$ cat config.mk
export PLATFORM = sky130hd
export DESIGN_NAME = lsu_flat
export DESIGN_NICKNAME = d
export VERILOG_FILES = /design/src/rtl/mem_pkg.sv /design/src/rtl/lsu_if.sv /design/src/rtl/lsu.sv /design/src/flat_wrapper.sv
export SDC_FILE = /design/constraint.sdc
export NUM_CORES = 1
export LEC_CHECK = 0
export CAP_MARGIN = 20
export CORE_AREA = 2 2 100 102
export DETAILED_ROUTE_END_ITERATION = 7
export DIE_AREA = 0 0 102 104
export PLACE_DENSITY_LB_ADDON = 0.15
export SLEW_MARGIN = 20
export SYNTH_ARGS = -nofsm -noshare
export SYNTH_HDL_FRONTEND = slang
export SYNTH_SLANG_ARGS = --single-unit
$ cat constraint.sdc
create_clock -name clk -period 7.5 [get_ports clk]
set_input_delay 1.5 -clock clk [delete_from_list [all_inputs] [get_ports clk]]
set_output_delay 1.5 -clock clk [all_outputs]
set_load 0.02 [all_outputs]
$ cat src/rtl/mem_pkg.sv
`default_nettype none
// ============================================================================
// Module   : mem_pkg
// Purpose  : Shared types and constants for the memory subsystem.
//            Contains the operation encoding, the LSU state encoding and the
//            stack geometry.
// Revision : 1.0 - initial release
// ============================================================================
package mem_pkg;

  // Operation codes on the core-to-LSU op channel. Encodings 6 and 7 are
  // unused and behave as NOP.
  typedef enum logic [2:0] {
    OP_NOP   = 3'd0,
    OP_LOAD  = 3'd1,
    OP_STORE = 3'd2,
    OP_PUSH  = 3'd3,
    OP_POP   = 3'd4,
    OP_CLEAR = 3'd5
  } mem_op_t;

  typedef enum logic {
    ST_IDLE  = 1'b0,
    ST_CLEAR = 1'b1
  } lsu_state_t;

  // The stack occupies [STACK_BOTTOM, STACK_TOP] and grows downward.
  localparam logic [7:0] STACK_TOP    = 8'hFF;
  localparam logic [7:0] STACK_BOTTOM = 8'hC0;
  localparam int unsigned STACK_DEPTH = int'(STACK_TOP) - int'(STACK_BOTTOM) + 1;

  // The occupancy counter must represent both 0 and STACK_DEPTH.
  localparam int unsigned CNT_W = $clog2(STACK_DEPTH + 1);

  // Address of the most recently pushed entry, given the next-free-slot SP.
  function automatic logic [7:0] sp_above(input logic [7:0] sp);
    return sp + 8'd1;
  endfunction

endpackage
`default_nettype wire

$ cat src/rtl/lsu_if.sv
`default_nettype none
// ============================================================================
// Module   : lsu_if
// Purpose  : Bundle between the core datapath, the LSU and the data memory.
//   op_valid/op/op_addr/op_data -> operation request (core to LSU)
//   op_ready                    <- LSU can accept an operation
//   ld_data/ld_valid            <- load/pop result and its one-cycle pulse
//   sp/stk_err                  <- stack pointer and sticky stack error
//   mem_addr/mem_dat_out/mem_wr_en <- memory address, write data, write enable
//   mem_dat_in                  -> combinational memory read data
//   Modport master: the core/memory side. Modport slave: the LSU.
// Revision : 1.0 - initial release
// ============================================================================
interface lsu_if;
  logic       op_valid;
  logic [2:0] op;
  logic [7:0] op_addr;
  logic [7:0] op_data;
  logic       op_ready;
  logic [7:0] ld_data;
  logic       ld_valid;
  logic [7:0] sp;
  logic       stk_err;
  logic [7:0] mem_addr;
  logic [7:0] mem_dat_out;
  logic       mem_wr_en;
  logic [7:0] mem_dat_in;

  modport master (
    output op_valid, op, op_addr, op_data, mem_dat_in,
    input  op_ready, ld_data, ld_valid, sp, stk_err,
    input  mem_addr, mem_dat_out, mem_wr_en
  );

  modport slave (
    input  op_valid, op, op_addr, op_data, mem_dat_in,
    output op_ready, ld_data, ld_valid, sp, stk_err,
    output mem_addr, mem_dat_out, mem_wr_en
  );
endinterface
`default_nettype wire

$ cat src/rtl/lsu.sv
`default_nettype none
// ============================================================================
// Module   : lsu
// Purpose  : Load/store unit in front of a 256x8 data memory. Accepts one
//            operation per cycle (LOAD, STORE, PUSH, POP, CLEAR), owns the
//            hardware stack pointer, registers load results and sequences a
//            256-cycle memory clear.
// Ports    : clk   - clock, all state on rising edge
//            reset - synchronous active-high reset
//            bus   - lsu_if.slave (op channel, results, memory port)
// Revision : 1.0 - initial release
// ============================================================================
module lsu
  import mem_pkg::*;
(
  input  logic  clk,
  input  logic  reset,
  lsu_if.slave  bus
);

  lsu_state_t       r_state;
  logic [7:0]       r_clr_addr;
  logic [7:0]       r_sp;
  logic [CNT_W-1:0] r_cnt;
  logic [7:0]       r_ld_data;
  logic             r_ld_valid;
  logic             r_stk_err;

  logic             w_accept;
  logic             w_full;
  logic             w_empty;
  logic [7:0]       w_sp_above;

  assign w_accept   = bus.op_valid && (r_state == ST_IDLE) && !reset;
  // Stack legality is judged by occupancy, never by SP wrap-around.
  assign w_full     = (r_cnt == CNT_W'(STACK_DEPTH));
  assign w_empty    = (r_cnt == '0);
  assign w_sp_above = sp_above(r_sp);

  // --------------------------------------------------------------------------
  // Memory port: combinational from the accepted op (IDLE) or the clear
  // counter (CLEAR) so the memory writes on the accepting edge.
  // --------------------------------------------------------------------------
  always_comb begin
    bus.mem_addr    = 8'h00;
    bus.mem_dat_out = 8'h00;
    bus.mem_wr_en   = 1'b0;
    if (!reset) begin
      if (r_state == ST_CLEAR) begin
        bus.mem_addr  = r_clr_addr;
        bus.mem_wr_en = 1'b1;
      end else if (w_accept) begin
        case (bus.op)
          OP_LOAD: begin
            bus.mem_addr = bus.op_addr;
          end
          OP_STORE: begin
            bus.mem_addr    = bus.op_addr;
            bus.mem_dat_out = bus.op_data;
            bus.mem_wr_en   = 1'b1;
          end
          OP_PUSH: begin
            if (!w_full) begin
              bus.mem_addr    = r_sp;
              bus.mem_dat_out = bus.op_data;
              bus.mem_wr_en   = 1'b1;
            end
          end
          OP_POP: begin
            if (!w_empty) begin
              bus.mem_addr = w_sp_above;
            end
          end
          default: ;
        endcase
      end
    end
  end

  // --------------------------------------------------------------------------
  // Control FSM and registered state
  // --------------------------------------------------------------------------
  always_ff @(posedge clk) begin
    if (reset) begin
      r_state    <= ST_IDLE;
      r_clr_addr <= 8'h00;
      r_sp       <= STACK_TOP;
      r_cnt      <= '0;
      r_ld_data  <= 8'h00;
      r_ld_valid <= 1'b0;
      r_stk_err  <= 1'b0;
    end else begin
      r_ld_valid <= 1'b0;
      case (r_state)
        ST_IDLE: begin
          if (w_accept) begin
            case (bus.op)
              OP_LOAD: begin
                r_ld_data  <= bus.mem_dat_in;
                r_ld_valid <= 1'b1;
              end
              OP_PUSH: begin
                if (w_full) begin
                  r_stk_err <= 1'b1;
                end else begin
                  r_sp  <= r_sp - 8'd1;
                  r_cnt <= r_cnt + CNT_W'(1);
                end
              end
              OP_POP: begin
                r_ld_valid <= 1'b1;
                if (w_empty) begin
                  // Underflow still produces a (zero) result pulse.
                  r_ld_data <= 8'h00;
                  r_stk_err <= 1'b1;
                end else begin
                  r_ld_data <= bus.mem_dat_in;
                  r_sp      <= w_sp_above;
                  r_cnt     <= r_cnt - CNT_W'(1);
                end
              end
              OP_CLEAR: begin
                r_state    <= ST_CLEAR;
                r_clr_addr <= 8'h00;
              end
              default: ;
            endcase
          end
        end
        ST_CLEAR: begin
          r_clr_addr <= r_clr_addr + 8'd1;
          if (r_clr_addr == 8'hFF) begin
            // Last zero write this cycle; the stack is empty afterwards.
            r_state   <= ST_IDLE;
            r_sp      <= STACK_TOP;
            r_cnt     <= '0;
            r_stk_err <= 1'b0;
          end
        end
        default: r_state <= ST_IDLE;
      endcase
    end
  end

  assign bus.op_ready = (r_state == ST_IDLE);
  assign bus.ld_data  = r_ld_data;
  assign bus.ld_valid = r_ld_valid;
  assign bus.sp       = r_sp;
  assign bus.stk_err  = r_stk_err;

endmodule
`default_nettype wire

$ cat src/flat_wrapper.sv
// flat-port wrapper written by rule: the top's interface ports become plain ports
module lsu_flat import mem_pkg::*;
  (clk, reset, bus_op_valid, bus_op, bus_op_addr, bus_op_data, bus_mem_dat_in, bus_op_ready, bus_ld_data, bus_ld_valid, bus_sp, bus_stk_err, bus_mem_addr, bus_mem_dat_out, bus_mem_wr_en);
  lsu_if bus_i ();
  input  logic clk;
  input  logic reset;
  input wire logic [$bits(bus_i.op_valid)-1:0] bus_op_valid;
  input wire logic [$bits(bus_i.op)-1:0] bus_op;
  input wire logic [$bits(bus_i.op_addr)-1:0] bus_op_addr;
  input wire logic [$bits(bus_i.op_data)-1:0] bus_op_data;
  input wire logic [$bits(bus_i.mem_dat_in)-1:0] bus_mem_dat_in;
  output wire logic [$bits(bus_i.op_ready)-1:0] bus_op_ready;
  output wire logic [$bits(bus_i.ld_data)-1:0] bus_ld_data;
  output wire logic [$bits(bus_i.ld_valid)-1:0] bus_ld_valid;
  output wire logic [$bits(bus_i.sp)-1:0] bus_sp;
  output wire logic [$bits(bus_i.stk_err)-1:0] bus_stk_err;
  output wire logic [$bits(bus_i.mem_addr)-1:0] bus_mem_addr;
  output wire logic [$bits(bus_i.mem_dat_out)-1:0] bus_mem_dat_out;
  output wire logic [$bits(bus_i.mem_wr_en)-1:0] bus_mem_wr_en;
  assign bus_i.op_valid = bus_op_valid;
  assign bus_i.op = bus_op;
  assign bus_i.op_addr = bus_op_addr;
  assign bus_i.op_data = bus_op_data;
  assign bus_i.mem_dat_in = bus_mem_dat_in;
  assign bus_op_ready = bus_i.op_ready;
  assign bus_ld_data = bus_i.ld_data;
  assign bus_ld_valid = bus_i.ld_valid;
  assign bus_sp = bus_i.sp;
  assign bus_stk_err = bus_i.stk_err;
  assign bus_mem_addr = bus_i.mem_addr;
  assign bus_mem_dat_out = bus_i.mem_dat_out;
  assign bus_mem_wr_en = bus_i.mem_wr_en;
  lsu u_core (.clk(clk), .reset(reset), .bus(bus_i));
endmodule
==> results of run 1 <==
[routing by layer]
layer  vias to the layer above  global-route usage (%)  part of all wire, %
met5                         -                       0                    0
met4                         0                    4.38                  1.5
met3                        11                    2.69                  5.6
met2                        68                    23.0                   46
met1                      1103                    18.4                   47
li1                       1181                       -                    -
[worst max-delay path, delay by kind of cell]
kind	cells	cell delay [ps]
and+or+nand+nor	2	910
AOI/OAI and AO/OA	2	590
buffers and inverters	2	1280
[kinds of logic after synthesis]
kind of cell	after synthesis	share of synthesized area (%)
DFF	34	29.5
buffers and inverters	30	5.96
adders and majority gates	9	5.20
muxes	3	1.35
and+or+nand+nor	122	28.2
xor gates and xnor gates	13	4.93
AOI/OAI and AO/OA	78	24.9
[power by group through the flow]
stage | logic (mW) | clock network, mW | registers [mW]
6_report | 0.0829 | 0.148 | 0.192
3_3_place_gp | 0.0831 | 0 | 0.197
4_1_cts | 0.0835 | 0.153 | 0.192
2_1_floorplan | 0.0470 | 0 | 0.197
5_1_grt | 0.0901 | 0.159 | 0.193
3_5_place_dp | 0.0830 | 0 | 0.196
[layout by cell type, fill, tap and decap left out, types with 4 or more instances in the layout]
master           synthesis  final
nand3_1                 11     11
ha_1                     8      8
xnor2_1                  6      6
clkdlybuf4s50_1          0     65
a21oi_1                 16     16
a22oi_1                 14     14
dfxtp_1                 34     34
nor4b_1                  4      4
nand2_1                 22     22
clkbuf_8                 0      6
o21ai_0                  8      8
and2_1                  10     10
o221ai_1                 4      4
nor4_1                   5      5
and3_1                   4      4
nor2_1                  31     31
nor3_1                  13     13
inv_1                    8      8
xor2_1                   7      7
[state kept, by name (all words and copies together), names as in the netlist]
register and flops:
u_core.r_state 1, u_core.r_cnt 7, u_core.bus.stk_err 1, u_core.bus.sp 8, u_core.bus.ld_valid 1, u_core.bus.ld_data 8, u_core.r_clr_addr 8
[Yosys cell counts, types with 4 or more instances]
| cell type | number |
|---|---|
| a22oi_1 | 14 |
| nor3_1 | 13 |
| nor4b_1 | 4 |
| inv_1 | 8 |
| nand2_1 | 22 |
| ha_1 | 8 |
| nor4_1 | 5 |
| o21ai_0 | 8 |
| xnor2_1 | 6 |
| and2_1 | 10 |
| dfxtp_1 | 34 |
| nand3_1 | 11 |
| o221ai_1 | 4 |
| clkbuf_1 | 12 |
| xor2_1 | 7 |
| a21oi_1 | 16 |
| and3_1 | 4 |
| nor2_1 | 31 |
[worst paths after layout]
path                                   startpoint                               to  cells after the start  slack (ps)
setup / recovery                        bus_op[2]                  bus_mem_addr[4]                      6        1710
hold / removal    u_core.bus.stk_err$_SDFFE_PP0P_  u_core.bus.stk_err$_SDFFE_PP0P_                      2         470
setup reg to reg     u_core.r_cnt[3]$_SDFFE_PP0P_    u_core.bus.sp[4]$_SDFFE_PP1P_                      5        5130
hold reg to reg   u_core.bus.stk_err$_SDFFE_PP0P_  u_core.bus.stk_err$_SDFFE_PP0P_                      2         470
[layout make-up]
type	instances	area, sq um
fillers	1077	6410
multi-input cells	225	1490
flip-flops and latches	34	681
repair buffers	67	666
well taps	133	166
clock buffers	6	82.6
inverters	10	37.5
clock inverters	2	12.5
==> flow_summary.yaml, run 1 <==
timing:
  fin_worst_skew_ps: 7.77
  finalCritPeriodShare_pct: 77.2
  final.setup.worst_slack_ps: 1710
  final-setup-viol-count: 0
  max_freq_ghz: 0.173
  drv_slew: 0
  tns_ps: 0
  hold_slack_ps: 473
  hold_violations: 0
  rsz0062_at_grt: "false"
  slew_headroom_pct: 45.1
  finalCriticalPeriod_ps: 5790
  tightest_slew_ps: 820
route:
  drt_iter0_markers: 110
  drc: 0
  vias: 2363
  via_per_inst: 4.95
  wl_per_cell_microns: 15.2
  drtAntennaViolNets: 0
  wl_microns: 7240
  first_pass_iters: 5
place:
  placed_cells: 469
  dp_slack_ps: 1730
  dpl.hpwl_microns: 5260
  placed_area_sq_mm: 0.00304
  port_buffers: 65
  gp_congestion: 0.867
logic_synthesis:
  synthFlopType: "dfxtp_1"
  synth_cell_types: 58
  synth_nets: 328
  synthesis.area_sq_mm: 0.00231
  yosysTopAreaCell: "dfxtp_1"
  synth_top_area_share_pct: 29.5
  async_reset_ff_share_pct: 0
  ys_warn_count: 0
  synth_cells: 289
  synth_area_leaders: "dfxtp_1 29%, nor2_1 5.0%, a22oi_1 4.5%"
  synth-edff-count: 0
  avgSynthCellArea_sq_um: 8.00
  synth_seq_cells: 34
  ys_seq_area_share_pct: 29.5
outcome:
  status: "finished clean"
floorplan:
  rows: 36
  start_util_pct: 24.2
  chipHeight_microns: 104
  die_area_sq_mm: 0.0106
  design.core.area_sq_mm: 0.00955
  ios: 66
  die_x_microns: 102
worst_setup_path:
  critPathKind: "primary input to output pin"
  cp-end-kind: "output pin"
  crit_chain: "clkdlybuf4s50_1 -> nor3b_4 -> o21ai_1 -> nand2b_1 -> o221ai_1 -> clkdlybuf4s50_1"
  cp.required_ps: 6000
  worst_path_most_repeated_cell: "clkdlybuf4s50_1"
  slowest_delay_ps: 640
  crit_path_max_fanout: 13
  critPathArrivalTime_ps: 4290
  slowest_stage: "clkdlybuf4s50_1"
  start_kind: "primary input"
cts:
  hold_buffers: 0
  htreeDepth: 2
  cts_tree: "done"
  clock_sinks: 34
  ctsResizeCount: 0
  worst_skew_pair.late_latency_ps: 290
  post-cts-setup-buffers: 0
  numCtsBuffers: 5
  root_buffer: "clkbuf_8"
  path_clk_slew_ps: 80
  cts_buffer_depth: 2
grt:
  antenna_found_initial: 0
  overflow: 0
  grt_pass1_wl_microns: 12000
  grt_use_total_pct: 14.0
  grt_max_degree: 42
  grt_pass1_vias: 2449
layout:
  drive_above_1_share_pct: 6.69
  final_nets: 382
  diodes: 0
  final_cells: 477
  syn2layout_area_growth_pct: 35.8
  post-route-util_pct: 32.9
  fin_area_sq_mm: 0.00314
pwr:
  ir_drop_uv: 58.6
  p_total_uw: 423
  power.density_mw_per_mm2: 135
  internal-power_uw: 300
  p_seq_share_pct: 45.5
  p_sw_uw: 123
  switching_share_pct: 29.2
  pwr-share-comb_pct: 19.6
  power.leakage_nw: 1.10
  power_frac_clock_pct: 34.9
min_path:
  hp-class: "register to register"
job:
  drv_cap: 0
(Power assumes the default switching activity.)
==> run 2: changes to the inputs <==
==> constraint.sdc (replaced) <==
create_clock -name clk -period 5.15 [get_ports clk]
set_input_delay 1.03 -clock clk [delete_from_list [all_inputs] [get_ports clk]]
set_output_delay 1.03 -clock clk [all_outputs]
set_load 0.02 [all_outputs]
==> flow_summary.yaml, run 2 (synthesis gave the netlist of run 1 again) <==
route:
  drc: 0
  via_per_inst: 4.99
  vias: 2391
  first_pass_iters: 7
  drtAntennaViolNets: 0
  wl_microns: 7230
  drt_iter0_markers: 116
  wl_per_cell_microns: 15.1
cts:
  worst_skew_pair.late_latency_ps: 300
  path_clk_slew_ps: 80
  root_buffer: "clkbuf_8"
  numCtsBuffers: 5
  ctsResizeCount: 0
  clock_sinks: 34
  cts_tree: "done"
  hold_buffers: 0
  cts_buffer_depth: 2
  htreeDepth: 2
  post-cts-setup-buffers: 0
worst_setup_path:
  cp.required_ps: 4120
  r2r-start: "u_core.r_cnt[3]$_SDFFE_PP0P_"
  crit_chain: "clkdlybuf4s50_1 -> nor3b_4 -> buf_4 -> o21a_1 -> nand2_1 -> a221oi_1 -> clkdlybuf4s50_1"
  critPathArrivalTime_ps: 3450
  start_kind: "primary input"
  r2r_end: "u_core.bus.sp[3]$_SDFFE_PP1P_"
  reg2reg_depth: 5
  r2r_slack_ps: 2770
  slowest_stage: "clkdlybuf4s50_1"
  slowest_delay_ps: 670
  cp-end-kind: "output pin"
  worst_path_most_repeated_cell: "clkdlybuf4s50_1"
  crit_path_max_fanout: 12
  critPathKind: "primary input to output pin"
floorplan:
  die_x_microns: 102
  rows: 36
  chipHeight_microns: 104
  design.core.area_sq_mm: 0.00955
  ios: 66
  die_area_sq_mm: 0.0106
  start_util_pct: 24.2
timing:
  drv_slew: 0
  final-setup-viol-count: 0
  tightest_slew_ps: 675
  max_freq_ghz: 0.223
  hold_violations: 0
  rsz0062_at_grt: "false"
  slew_headroom_pct: 54.6
  finalCriticalPeriod_ps: 4480
  tns_ps: 0
  fin_worst_skew_ps: 11.0
  hold_slack_ps: 491
  finalCritPeriodShare_pct: 87.0
grt:
  grt_use_total_pct: 13.8
  use_met2_pct: 22.7
  antenna_found_initial: 0
  use_met1_pct: 17.7
  grt_pass1_wl_microns: 11700
  busiest_layer: "met2"
  grt_pass1_vias: 2278
  overflow: 0
  met3_usage_pct: 4.37
  grt_max_degree: 41
min_path:
  hp-class: "register to register"
  holdCritStartpoint: "u_core.r_cnt[4]$_SDFFE_PP0P_"
  hold_path_end: "u_core.r_cnt[4]$_SDFFE_PP0P_"
  min_path_cells: 2
place:
  port_buffers: 65
  dpl.hpwl_microns: 5230
  gp_congestion: 0.812
  placed_area_sq_mm: 0.00306
pwr:
  power.leakage_nw: 1.12
  power.density_mw_per_mm2: 207
  ir_drop_uv: 105
  p_total_uw: 654
layout:
  diodes: 0
  final_common_cell: "clkdlybuf4s50_1"
  drive_above_1_share_pct: 7.23
  fin_area_sq_mm: 0.00317
  syn2layout_area_growth_pct: 37.0
  final_nets: 384
  layout_common_cells: "65 x clkdlybuf4s50_1, 34 x dfxtp_1, 31 x nor2_1"
  fill_cells: 1021
outcome:
  status: "finished clean"
job:
  drv_cap: 0
-- run 2: worst max path at each step --
stage               startpoint               to  cells after the start
global route         bus_op[0]  bus_mem_addr[1]                      6
floorplan            bus_op[1]  bus_mem_addr[1]                      5
finish               bus_op[0]  bus_mem_addr[1]                      7
global placement     bus_op[0]  bus_mem_addr[1]                      6
detailed placement   bus_op[0]  bus_mem_addr[2]                      7
CTS                  bus_op[0]  bus_mem_addr[2]                      7
-- run 2: layer usage --
metal  up-vias  share of wire, %  wire length (microns)
met5         -                 0                      0
met4         0               1.0                     72
met3         8               8.0                    575
met2        82                45                   3260
met1      1115                46                   3320
li1       1186                 -                      -
-- run 2: area by class of cell --
type	instances	area [sq um]	share of cell area, %
well taps	133	166	5.25
clock buffers	5	68.8	2.17
flip-flops and latches	34	681	21.5
inverters	10	37.5	1.19
repair buffers	69	681	21.5
multi-input cells	225	1490	47.1
clock inverters	3	40.0	1.26
-- run 2: power by group --
group	leakage, nW	total [mW]	switching, mW	internal, mW
Combinational	0.787	0.123	0.0625	0.0602
Clock	0.0579	0.252	0.110	0.143
Sequential	0.275	0.279	0.0100	0.269
Total	1.12	0.654	0.182	0.472
-- run 2: per-stage QoR --
| step | util, % | worst slack, ps | std cells |
|---|---|---|---|
| final | 33.2 | 671 | 479 |
| after detailed placement | 32.0 | 700 | 471 |
| after CTS | 33.2 | 682 | 479 |
| after global placement | 32.0 | 706 | 471 |
| after floorplan | - | 1630 | 289 |
| after global routing | 33.2 | 530 | 479 |
-- run 2: critical path: cells and delay by family --
kind,cells,cell delay (ps)
AO/OA/AOI/OAI,2,540
buffers and inverters,3,1510
AND/OR/NAND/NOR,2,350
==> run 3: changes to the inputs <==
--- a/config.mk
+++ b/config.mk
@@ -5,6 +5,7 @@
 export SDC_FILE = /design/constraint.sdc
 export NUM_CORES = 1
 export LEC_CHECK = 0
+export ABC_CLOCK_PERIOD_IN_PS = 5150
 export CAP_MARGIN = 20
 export CORE_AREA = 2 2 100 102
 export DETAILED_ROUTE_END_ITERATION = 7
==> results of run 3 <==
The final DEF is identical to that of run 2; final timing and power are the same.
